**config.mk**
```make
export PLATFORM = sky130hd
export DESIGN_NAME = fmul_share
export DESIGN_NICKNAME = d
export VERILOG_FILES = /design/src/rtl/fmul_share.sv
export SDC_FILE = /design/constraint.sdc
export NUM_CORES = 2
export LEC_CHECK = 0
export BUFFER_PORTS_ARGS = -buffer_cell sky130_fd_sc_hd__clkbuf_2
export CORE_ASPECT_RATIO = 0.5
export CORE_MARGIN = 1.5
export CORE_UTILIZATION = 56
export CTS_BUF_LIST = sky130_fd_sc_hd__clkbuf_4 sky130_fd_sc_hd__clkbuf_8
export DETAILED_ROUTE_END_ITERATION = 10
export PLACE_DENSITY = 0.74
export REMOVE_ABC_BUFFERS = 1
export SKIP_LAST_GASP = 1
export SLEW_MARGIN = 20
export SYNTH_ARGS = -nofsm -noshare
export SYNTH_HDL_FRONTEND = slang
export SYNTH_SLANG_ARGS = --single-unit
```
**constraint.sdc**
```tcl
create_clock -name clk -period 10 [get_ports clk]
set_clock_uncertainty 0.2 [all_clocks]
set_input_delay 1 -clock clk [delete_from_list [all_inputs] [get_ports clk]]
set_output_delay 1 -clock clk [all_outputs]
set_load 0.1 [all_outputs]
```
**src/rtl/fmul_share.sv**
```systemverilog
`default_nettype none
// ============================================================================
// Module   : fmul_share (plus its single-precision multiplier, fmul)
// Brief    : Two requesters share one pipelined FP32 multiplier. Grants are
//            round-robin and credit-gated, and each requester has its own
//            response FIFO.
// Revision : 1.0 - initial release
// ============================================================================

module fmul (
  input  logic [31:0] i_x1,
  input  logic [31:0] i_x2,
  output logic [31:0] o_y,
  output logic        o_ovf
);
  logic              w_sign;
  logic [7:0]        w_ea;
  logic [7:0]        w_eb;
  logic [47:0]       w_prod;
  logic signed [9:0] w_exp;
  logic [22:0]       w_mant;
  logic              w_unused;

  assign w_sign = i_x1[31] ^ i_x2[31];
  assign w_ea   = i_x1[30:23];
  assign w_eb   = i_x2[30:23];
  assign w_prod = {24'b0, 1'b1, i_x1[22:0]} * {24'b0, 1'b1, i_x2[22:0]};
  assign w_exp  = $signed({2'b00, w_ea}) + $signed({2'b00, w_eb})
                + $signed({9'b0, w_prod[47]}) - 10'sd127;
  assign w_mant = w_prod[47] ? w_prod[46:24] : w_prod[45:23];
  assign w_unused = &{1'b0, w_prod[22:0]};

  // Mantissa is truncated. Subnormal inputs and results flush to zero, and an
  // Inf/NaN operand yields Inf without raising overflow.
  always_comb begin
    o_y   = '0;
    o_ovf = 1'b0;
    if (w_ea == 8'hFF || w_eb == 8'hFF) begin
      o_y = {w_sign, 8'hFF, 23'b0};
    end else if (w_ea == 8'h00 || w_eb == 8'h00) begin
      o_y = {w_sign, 31'b0};
    end else if (w_exp >= 10'sd255) begin
      o_y   = {w_sign, 8'hFF, 23'b0};
      o_ovf = 1'b1;
    end else if (w_exp <= 10'sd0) begin
      o_y = {w_sign, 31'b0};
    end else begin
      o_y = {w_sign, w_exp[7:0], w_mant};
    end
  end
endmodule

module fmul_share #(
  parameter int LAT   = 2,
  parameter int DEPTH = 4,
  parameter int TAG_W = 4
) (
  input  logic             clk,
  input  logic             rst,
  input  logic             req0_valid,
  output logic             req0_ready,
  input  logic [31:0]      req0_x1,
  input  logic [31:0]      req0_x2,
  input  logic [TAG_W-1:0] req0_tag,
  input  logic             req1_valid,
  output logic             req1_ready,
  input  logic [31:0]      req1_x1,
  input  logic [31:0]      req1_x2,
  input  logic [TAG_W-1:0] req1_tag,
  output logic             rsp0_valid,
  input  logic             rsp0_ready,
  output logic [31:0]      rsp0_y,
  output logic             rsp0_ovf,
  output logic [TAG_W-1:0] rsp0_tag,
  output logic             rsp1_valid,
  input  logic             rsp1_ready,
  output logic [31:0]      rsp1_y,
  output logic             rsp1_ovf,
  output logic [TAG_W-1:0] rsp1_tag,
  output logic             busy
);
  localparam int c_pw = (DEPTH <= 2) ? 1 : $clog2(DEPTH);
  localparam int c_cw = $clog2(DEPTH + 1);

  logic [1:0]          w_req_v;
  logic [1:0]          w_elig;
  logic [1:0]          w_gnt;
  logic [1:0]          w_push;
  logic [1:0]          w_pop;
  logic [1:0]          w_rsp_rdy;
  logic [1:0]          w_hv;
  logic [1:0]          w_ho;
  logic [31:0]         w_hy [2];
  logic [TAG_W-1:0]    w_ht [2];
  logic                r_prio;

  logic [LAT:1]        r_v;
  logic [LAT:1]        r_id;
  logic [TAG_W-1:0]    r_tag [1:LAT];
  logic [31:0]         r_x1;
  logic [31:0]         r_x2;
  logic [31:0]         w_fy;
  logic                w_fovf;
  logic [LAT:1][31:0]  w_sy;
  logic [LAT:1]        w_sovf;

  assign w_req_v   = {req1_valid, req0_valid};
  assign w_rsp_rdy = {rsp1_ready, rsp0_ready};

  // Round-robin: r_prio names the requester that wins a tie.
  assign w_gnt[0] = !rst && w_elig[0] && (!w_elig[1] || !r_prio);
  assign w_gnt[1] = !rst && w_elig[1] && (!w_elig[0] ||  r_prio);
  assign req0_ready = w_gnt[0];
  assign req1_ready = w_gnt[1];

  always_ff @(posedge clk) begin
    if (rst)           r_prio <= 1'b0;
    else if (w_gnt[0]) r_prio <= 1'b1;
    else if (w_gnt[1]) r_prio <= 1'b0;
  end

  always_ff @(posedge clk) begin
    if (rst) begin
      r_v <= '0;
    end else begin
      r_v[1] <= |w_gnt;
      for (int k = 2; k <= LAT; k++) r_v[k] <= r_v[k-1];
    end
  end

  always_ff @(posedge clk) begin
    if (|w_gnt) begin
      r_x1     <= w_gnt[1] ? req1_x1  : req0_x1;
      r_x2     <= w_gnt[1] ? req1_x2  : req0_x2;
      r_tag[1] <= w_gnt[1] ? req1_tag : req0_tag;
      r_id[1]  <= w_gnt[1];
    end
    for (int k = 2; k <= LAT; k++) begin
      r_tag[k] <= r_tag[k-1];
      r_id[k]  <= r_id[k-1];
    end
  end

  fmul u_fmul (
    .i_x1  (r_x1),
    .i_x2  (r_x2),
    .o_y   (w_fy),
    .o_ovf (w_fovf)
  );

  assign w_sy[1]   = w_fy;
  assign w_sovf[1] = w_fovf;

  for (genvar k = 2; k <= LAT; k++) begin : g_stage
    logic [31:0] r_y;
    logic        r_ovf;
    always_ff @(posedge clk) begin
      r_y   <= w_sy[k-1];
      r_ovf <= w_sovf[k-1];
    end
    assign w_sy[k]   = r_y;
    assign w_sovf[k] = r_ovf;
  end

  for (genvar n = 0; n < 2; n++) begin : g_req
    logic [c_cw-1:0]  r_cred;
    logic [c_cw-1:0]  r_cnt;
    logic [c_pw-1:0]  r_wp;
    logic [c_pw-1:0]  r_rp;
    logic [31:0]      r_my [DEPTH];
    logic             r_mo [DEPTH];
    logic [TAG_W-1:0] r_mt [DEPTH];

    assign w_elig[n] = w_req_v[n] && (r_cred != '0);
    assign w_push[n] = r_v[LAT] && (r_id[LAT] == 1'(n));
    assign w_pop[n]  = w_hv[n] && w_rsp_rdy[n];
    assign w_hv[n]   = !rst && (r_cnt != '0);
    assign w_hy[n]   = r_my[r_rp];
    assign w_ho[n]   = r_mo[r_rp];
    assign w_ht[n]   = r_mt[r_rp];

    // Credits count FIFO slots not yet claimed, so a push never finds it full.
    always_ff @(posedge clk) begin
      if (rst)                       r_cred <= c_cw'(DEPTH);
      else if (w_gnt[n] && !w_pop[n]) r_cred <= r_cred - c_cw'(1);
      else if (!w_gnt[n] && w_pop[n]) r_cred <= r_cred + c_cw'(1);
    end

    always_ff @(posedge clk) begin
      if (w_push[n]) begin
        r_my[r_wp] <= w_sy[LAT];
        r_mo[r_wp] <= w_sovf[LAT];
        r_mt[r_wp] <= r_tag[LAT];
      end
    end

    always_ff @(posedge clk) begin
      if (rst) begin
        r_wp  <= '0;
        r_rp  <= '0;
        r_cnt <= '0;
      end else begin
        if (w_push[n]) r_wp <= (r_wp == c_pw'(DEPTH - 1)) ? '0 : r_wp + c_pw'(1);
        if (w_pop[n])  r_rp <= (r_rp == c_pw'(DEPTH - 1)) ? '0 : r_rp + c_pw'(1);
        if (w_push[n] && !w_pop[n])      r_cnt <= r_cnt + c_cw'(1);
        else if (!w_push[n] && w_pop[n]) r_cnt <= r_cnt - c_cw'(1);
      end
    end
  end

  assign rsp0_valid = w_hv[0];
  assign rsp0_y     = w_hy[0];
  assign rsp0_ovf   = w_ho[0];
  assign rsp0_tag   = w_ht[0];
  assign rsp1_valid = w_hv[1];
  assign rsp1_y     = w_hy[1];
  assign rsp1_ovf   = w_ho[1];
  assign rsp1_tag   = w_ht[1];

  assign busy = !rst && ((|r_v) || (|w_hv));
endmodule
`default_nettype wire
```
* Yosys cells after proc, flatten, opt, wreduce, memory -nomap -nowiden *
Memories as Yosys holds them, arrays and structs flattened. A register that Yosys moved wholly into a read port is not among the register bits.
Index checks and enable logic that the tools add are counted.

word-level totals
  bits in writable memories = 304
  register bits after elaboration = 122
  logic and storage cells = 143
  output and inout bits = 79
  memories kept = 7
  input port bits = 142

cells by class
  $lt $le $gt $ge = 2
  reductions and logical operators = 52
  $add $sub $neg = 15
  equality and inequality tests = 6
  mux-type cells = 40
  bitwise gates (word level) = 2
  multiply operators = 1

memories
  name             words  width  rd ports  clocked after memory_dff  wr ports  RTL line  RTL
  g_req[0].r_my    4      32     1         1                         1         170       logic [31:0] r_my [DEPTH];
  g_req[1].r_my    4      32     1         1                         1         170
  g_req[0].r_mt    4      4      1         1                         1         172       logic [TAG_W-1:0] r_mt [DEPTH];
  g_req[1].r_mt    4      4      1         1                         1         172
  r_tag            2      4      2         0                         2         99        logic [TAG_W-1:0] r_tag [1:LAT];
  g_req[0].r_mo    4      1      1         1                         1         171       logic r_mo [DEPTH];
  1 more memories  -      -      -         -                         -         -

operators by type and width
  cell                                                                 count
  2-to-1 mux 31 bit                                                    3
  2-to-1 mux 32 bit                                                    2
  multiplier 24 x 24 -> 48 bit                                         1
  2-to-1 mux 2 bit                                                     16
  2-to-1 mux 3 bit                                                     8
  2-to-1 mux 23 bit                                                    1
  logical AND 1 bit                                                    21
  == test 8 bit (second input constant)                                2
  logical NOT 8 bit                                                    2
  adder 3 x 1 -> 3 bit (second input constant)                         4
  nonzero test 3 bit                                                   4
  subtractor 3 x 1 -> 3 bit (second input constant)                    4
  adder 10 x 2 -> 10 bit                                               1
  greater-or-equal comparator 10 x 9 -> 1 bit (second input constant)  1
  less-or-equal comparator 10 x 1 -> 1 bit (second input constant)     1
  logical NOT 1 bit                                                    10
  nonzero test 2 bit                                                   5
  subtractor 10 x 8 -> 10 bit (second input constant)                  1
  adder 8 x 8 -> 9 bit                                                 1
  2-to-1 mux 1 bit                                                     9
  adder 2 x 1 -> 2 bit (second input constant)                         4
  == test 2 bit (second input constant)                                4
  OR reduction 2 bit                                                   4
  logical OR 1 bit                                                     5
  other kinds (4)                                                      4

* Logic depth before layout (Yosys ltp) *
  word-level depth = 9
  mapped depth = 40
  gate-level depth less buffers = 35

* Modules after synthesis *
A second synthesis with hierarchy kept.

second synthesis, totals
  cells, all modules = 2996
  area, all modules = 35232.5 um2

by module, submodules not included
  module      times used  sequential area each (um2)  area each (um2)  cells an instance
  fmul        1           0.0                         19583.8          2283
  fmul_share  1           12261.8                     15648.8          713

* Worst setup path before layout *
OpenSTA, ideal clock, no wires.

  path kind = register to register
  start point = register r_x1[21]
  end point = register g_stage[2].r_y[22]
  setup slack = 1.226 ns
  path buffers = 3
  cell stages (with the launch flop) = 37
  period minus slack after synthesis = 8.774 ns
  library setup time = 0.088 ns
  arrival time = 8.486 ns
  required time = 9.712 ns
  path through = edfxtp_1 -> clkbuf_1 -> nand2_1 -> fa_1 -> inv_1 -> fa_1 -> fa_1 -> inv_1 -> fa_1 -> inv_1 -> fa_1 -> fa_1 -> inv_1 -> fa_1 -> inv_1 -> ha_1 -> and2_1 -> a221o_1 -> a21oi_1 -> o21ai_1 -> a31oi_2 -> o21ai_1 -> o21ai_2 -> xor2_2 -> buf_4 -> ha_1 -> inv_1 -> ha_1 -> nand2_1 -> nor2_1 -> xor2_1 -> nand3_2 -> nor2_1 -> a221o_1 -> or2_0 -> buf_2 -> nor4_2

on the way
  cells in the longest elaborated chain, start to end = 5
  elaborated cells on any way between the ends = 7
  classes of those cells = add/sub: 2; mul: 1; order compare: 2; mux: 1; reduce/logical: 1

ends and longest elaborated chain
  item                                                                                                     RTL line  RTL
  start: declaration                                                                                       100       logic [31:0] r_x1;
  start signal: assignment                                                                                 133       r_x1 <= w_gnt[1] ? req1_x1 : req0_x1;
  multiplier 24 x 24 -> 48 bit *                                                                           27        assign w_prod = {24'b0, 1'b1, i_x1[22:0]} * {24'b0, 1'b1, i_x2[22:0]};
  adder 10 x 2 -> 10 bit                                                                                   29        + $signed({9'b0, w_prod[47]}) - 10'sd127;
  subtractor 10 x 8 -> 10 bit                                                                              29
  less-or-equal comparator 10 x 1 -> 1 bit or greater-or-equal comparator 10 x 9 -> 1 bit (tied branches)  45, 42
  OR reduction 4 bit (no line)                                                                             -
  end signal: assignment                                                                                   158       r_y <= w_sy[k-1];
  end: declaration                                                                                         155       logic [31:0] r_y;

Every way passes the cells marked *; elsewhere a longest branch is shown, timed or not.
A chain may end at the register's enable or synchronous reset.

* Final worst setup path *
  start point = register r_x2[11]
  end point = register g_stage[2].r_y[6]

on the way
  cells in the longest elaborated chain, start to end = 5
  elaborated cells on any way between the ends = 7
  classes of those cells = add/sub: 2; mul: 1; order compare: 2; mux: 1; reduce/logical: 1

ends and longest elaborated chain
  item                                                                                                     RTL line  RTL
  start: declaration                                                                                       101       logic [31:0] r_x2;
  start signal: assignment                                                                                 134       r_x2 <= w_gnt[1] ? req1_x2 : req0_x2;
  multiplier 24 x 24 -> 48 bit *                                                                           27
  adder 10 x 2 -> 10 bit                                                                                   29
  subtractor 10 x 8 -> 10 bit                                                                              29
  less-or-equal comparator 10 x 1 -> 1 bit or greater-or-equal comparator 10 x 9 -> 1 bit (tied branches)  45, 42
  OR reduction 4 bit (no line)                                                                             -

Marks and branches as above.

==> run metrics <==
most frequent CP cell fa_1; clk sinks 430; layout cell share with drive strength beyond 1 18.42%; run status finished, final reports clean; Slew Limit Fails 0; Die Wd 355.8 um; starting density of the core 56.83%; number of max-cap violations 0; post-synthesis sequential area ratio 35.17%; Worst Path Arrival 9.79 ns; Cell Rows 64; Slew headroom 34.78%; Least-Margin Pin Slew 0.9783 ns; Hold Path Class flip-flop to flip-flop; Max FO, Critical Path 23; Die H 179.4 um; r2r endpoint g_stage[2].r_y[6]; Placer Congestion 0.9941; Post-Syn Area 0.03486 sq mm; final std cells w/o fill 4047; Final setup viols 0; hold path cells 0; antenna viol nets, final 0; pin count of the biggest net entering global routing 70; Clk Latency, worst-skew pair 0.69 ns; CTS Hold Bufs 0; drt initial violations 1632; final hold violation count 0; Synth Flop Type edfxtp_1; asr flop ratio synth 0%; drt drc 0; core area 0.06134 sq mm; WL/cell 21.08 um; syn_area_per_cell 11.91 sq um; Distinct cells, synth 64; CTS tree yes; Ports 221; global-route wire length before repair 133000 um; Worst setup SP type flip-flop; commonest cells after routing, fill and taps aside 582 x inv_1, 486 x fa_1, 365 x edfxtp_1; fin util 62.95%; synthesized flop and latch total 430; Slowest Stage Delay on Critical Path 0.99 ns; Detailed Place HPWL 62530 um; Root Buffer clkbuf_8; gr usage total 27.22%; final wirelength 85320 um; Worst R2R Start r_x2[11]; # H-tree levels 2; hold path startpoint r_tag[1][3]; crit share post-route 94.90%; clock slew at reported path FFs 0.07 ns; Synthesis Warnings 0; number of flops mapped to enable cells by yosys 365; initial antenna violation count 2; NumNets Final 3993; type of the worst setup path flip-flop to flip-flop; R2R cell count 31; most common cell after layout, fill and taps aside inv_1; placed insts 3909; unrepaired setup endpoints after global routing false; Port Buffer Count 220; Fmax 105.4 MHz; Syn Inst Count 2926; die area 0.06385 sq mm; Hold EP r_tag[2][3]; Crit-path slowest cell edfxtp_1; clk buf depth 3; via count 22260; CP Capture Type flip-flop; drt pass-1 iters 5; P&R area growth vs syn 10.77%; Req. time, crit path 10.30 ns; vias in the first global route 24040; reg2reg setup slack 0.51 ns; drt via density 5.500; Final min period 9.490 ns; CTS buffer count 58; GRT overflow 0
==> repair_timing <==
| item | CTS | global route |
|---|---|---|
| resized for setup | 0 | 2 |
| setup buffers | 0 | 27 |
| endpoints found under the setup margin | 0 | 31 |
==> worst max path at each step <==
stage	slack (ns)	to	cells after the start	start
2_1_floorplan	-0.20	g_req[1].r_cred[2]	9	req0_valid
3_3_place_gp	0.61	g_stage[2].r_y[19]	33	r_x1[7]
3_5_place_dp	0.46	g_stage[2].r_y[14]	33	r_x1[7]
4_1_cts	0.40	g_stage[2].r_y[6]	33	r_x1[7]
5_1_grt	0.04	g_stage[2].r_y[14]	34	r_x2[1]
6_report	0.51	g_stage[2].r_y[6]	31	r_x2[11]
==> routing by layer <==
metal	wire [um]	up-vias	track usage (%)	share of wire [%]
li1	-	9840	-	-
met1	35310	11330	37.01	41
met2	40650	890	44.67	48
met3	6702	201	5.310	7.9
met4	2645	2	8.391	3.1
met5	10	-	0	0.012
==> per-stage QoR <==
step	setup TNS [ns]	worst slack [ns]	area (sq um)	hold slack, ns
floorplan	-0.2000	-0.2000	34360	0.1233
global placement	0	0.6119	37030	0.1249
detailed placement	0	0.4584	37030	0.1334
CTS	0	0.3998	38280	0.1479
global route	0	0.04054	38610	0.1556
finish	0	0.5098	38620	0.1454
==> Yosys cell counts (8+ instances only) <==
library cell  instances  area (sq um)
a21oi_1              45         225.2
o21ai_0              31         155.2
and2_1              220          1376
dfxtp_1              65          1301
nand2b_1              8         50.05
a21o_1               26         195.2
nor2_1               91         341.6
nor3_1               17         85.08
ha_1                193          2415
fa_1                486          9729
nand4_1              16         100.1
nand3_1              12         60.06
and3_1               12         75.07
edfxtp_1            365         10960
o21ai_1               8         40.04
xor2_1               23         201.4
xnor2_1              21         183.9
mux2i_1              23         230.2
inv_1               582          2185
buf_1                10         37.54
nand2_1             315          1182
mux2_2               70         788.3
clkbuf_1            110         412.9
mux4_2               74          1667
==> sequential cells by signal, indices dropped and copies added, names as in the netlist, named ones only <==
signal,count
g_req.r_my,256
g_req.r_mt,32
g_stage.r_y,32
r_x1,32
r_x2,32
g_req.r_mo,8
r_tag,8
g_req.r_cnt,6
g_req.r_cred,6
g_req.r_rp,4
g_req.r_wp,4
r_id,2
r_v,2
g_stage.r_ovf,1
r_prio,1
==> worst max-delay path: cells and delay by family (launching register included) <==
| kind | cells | cell delay, ns |
|---|---|---|
| AO/OA/AOI/OAI | 8 | 1.70 |
| adder cells (fa/ha/maj) | 10 | 4.35 |
| AND/OR/NAND/NOR | 6 | 1.23 |
| XOR/XNOR | 1 | 0.12 |
| buffers and inverters | 5 | 0.44 |
| multiplexers | 1 | 0.27 |
| flip-flops | 1 | 0.99 |
==> cell families after synthesis <==
kind of cell | synth area share (%)
AND/OR/NAND/NOR | 10.22
multiplexers | 7.703
buffers and inverters | 7.717
AO/OA/AOI/OAI | 2.983
XOR/XNOR | 1.371
adder cells (fa/ha/maj) | 34.84
flip-flops | 35.17
==> cell type report <==
class | count | area [sq um]
repair buffers | 312 | 1891
clock buffers | 96 | 1159
multi-input cells | 1786 | 19970
clock inverters | 11 | 90.09
fillers | 4799 | 22720
flip-flops and latches | 430 | 12270
inverters | 584 | 2196
well taps | 825 | 1032
diodes | 3 | 7.507
Power is not shown: default switching activity piles up to over one toggle a cycle in this logic, so the estimate is an artifact.
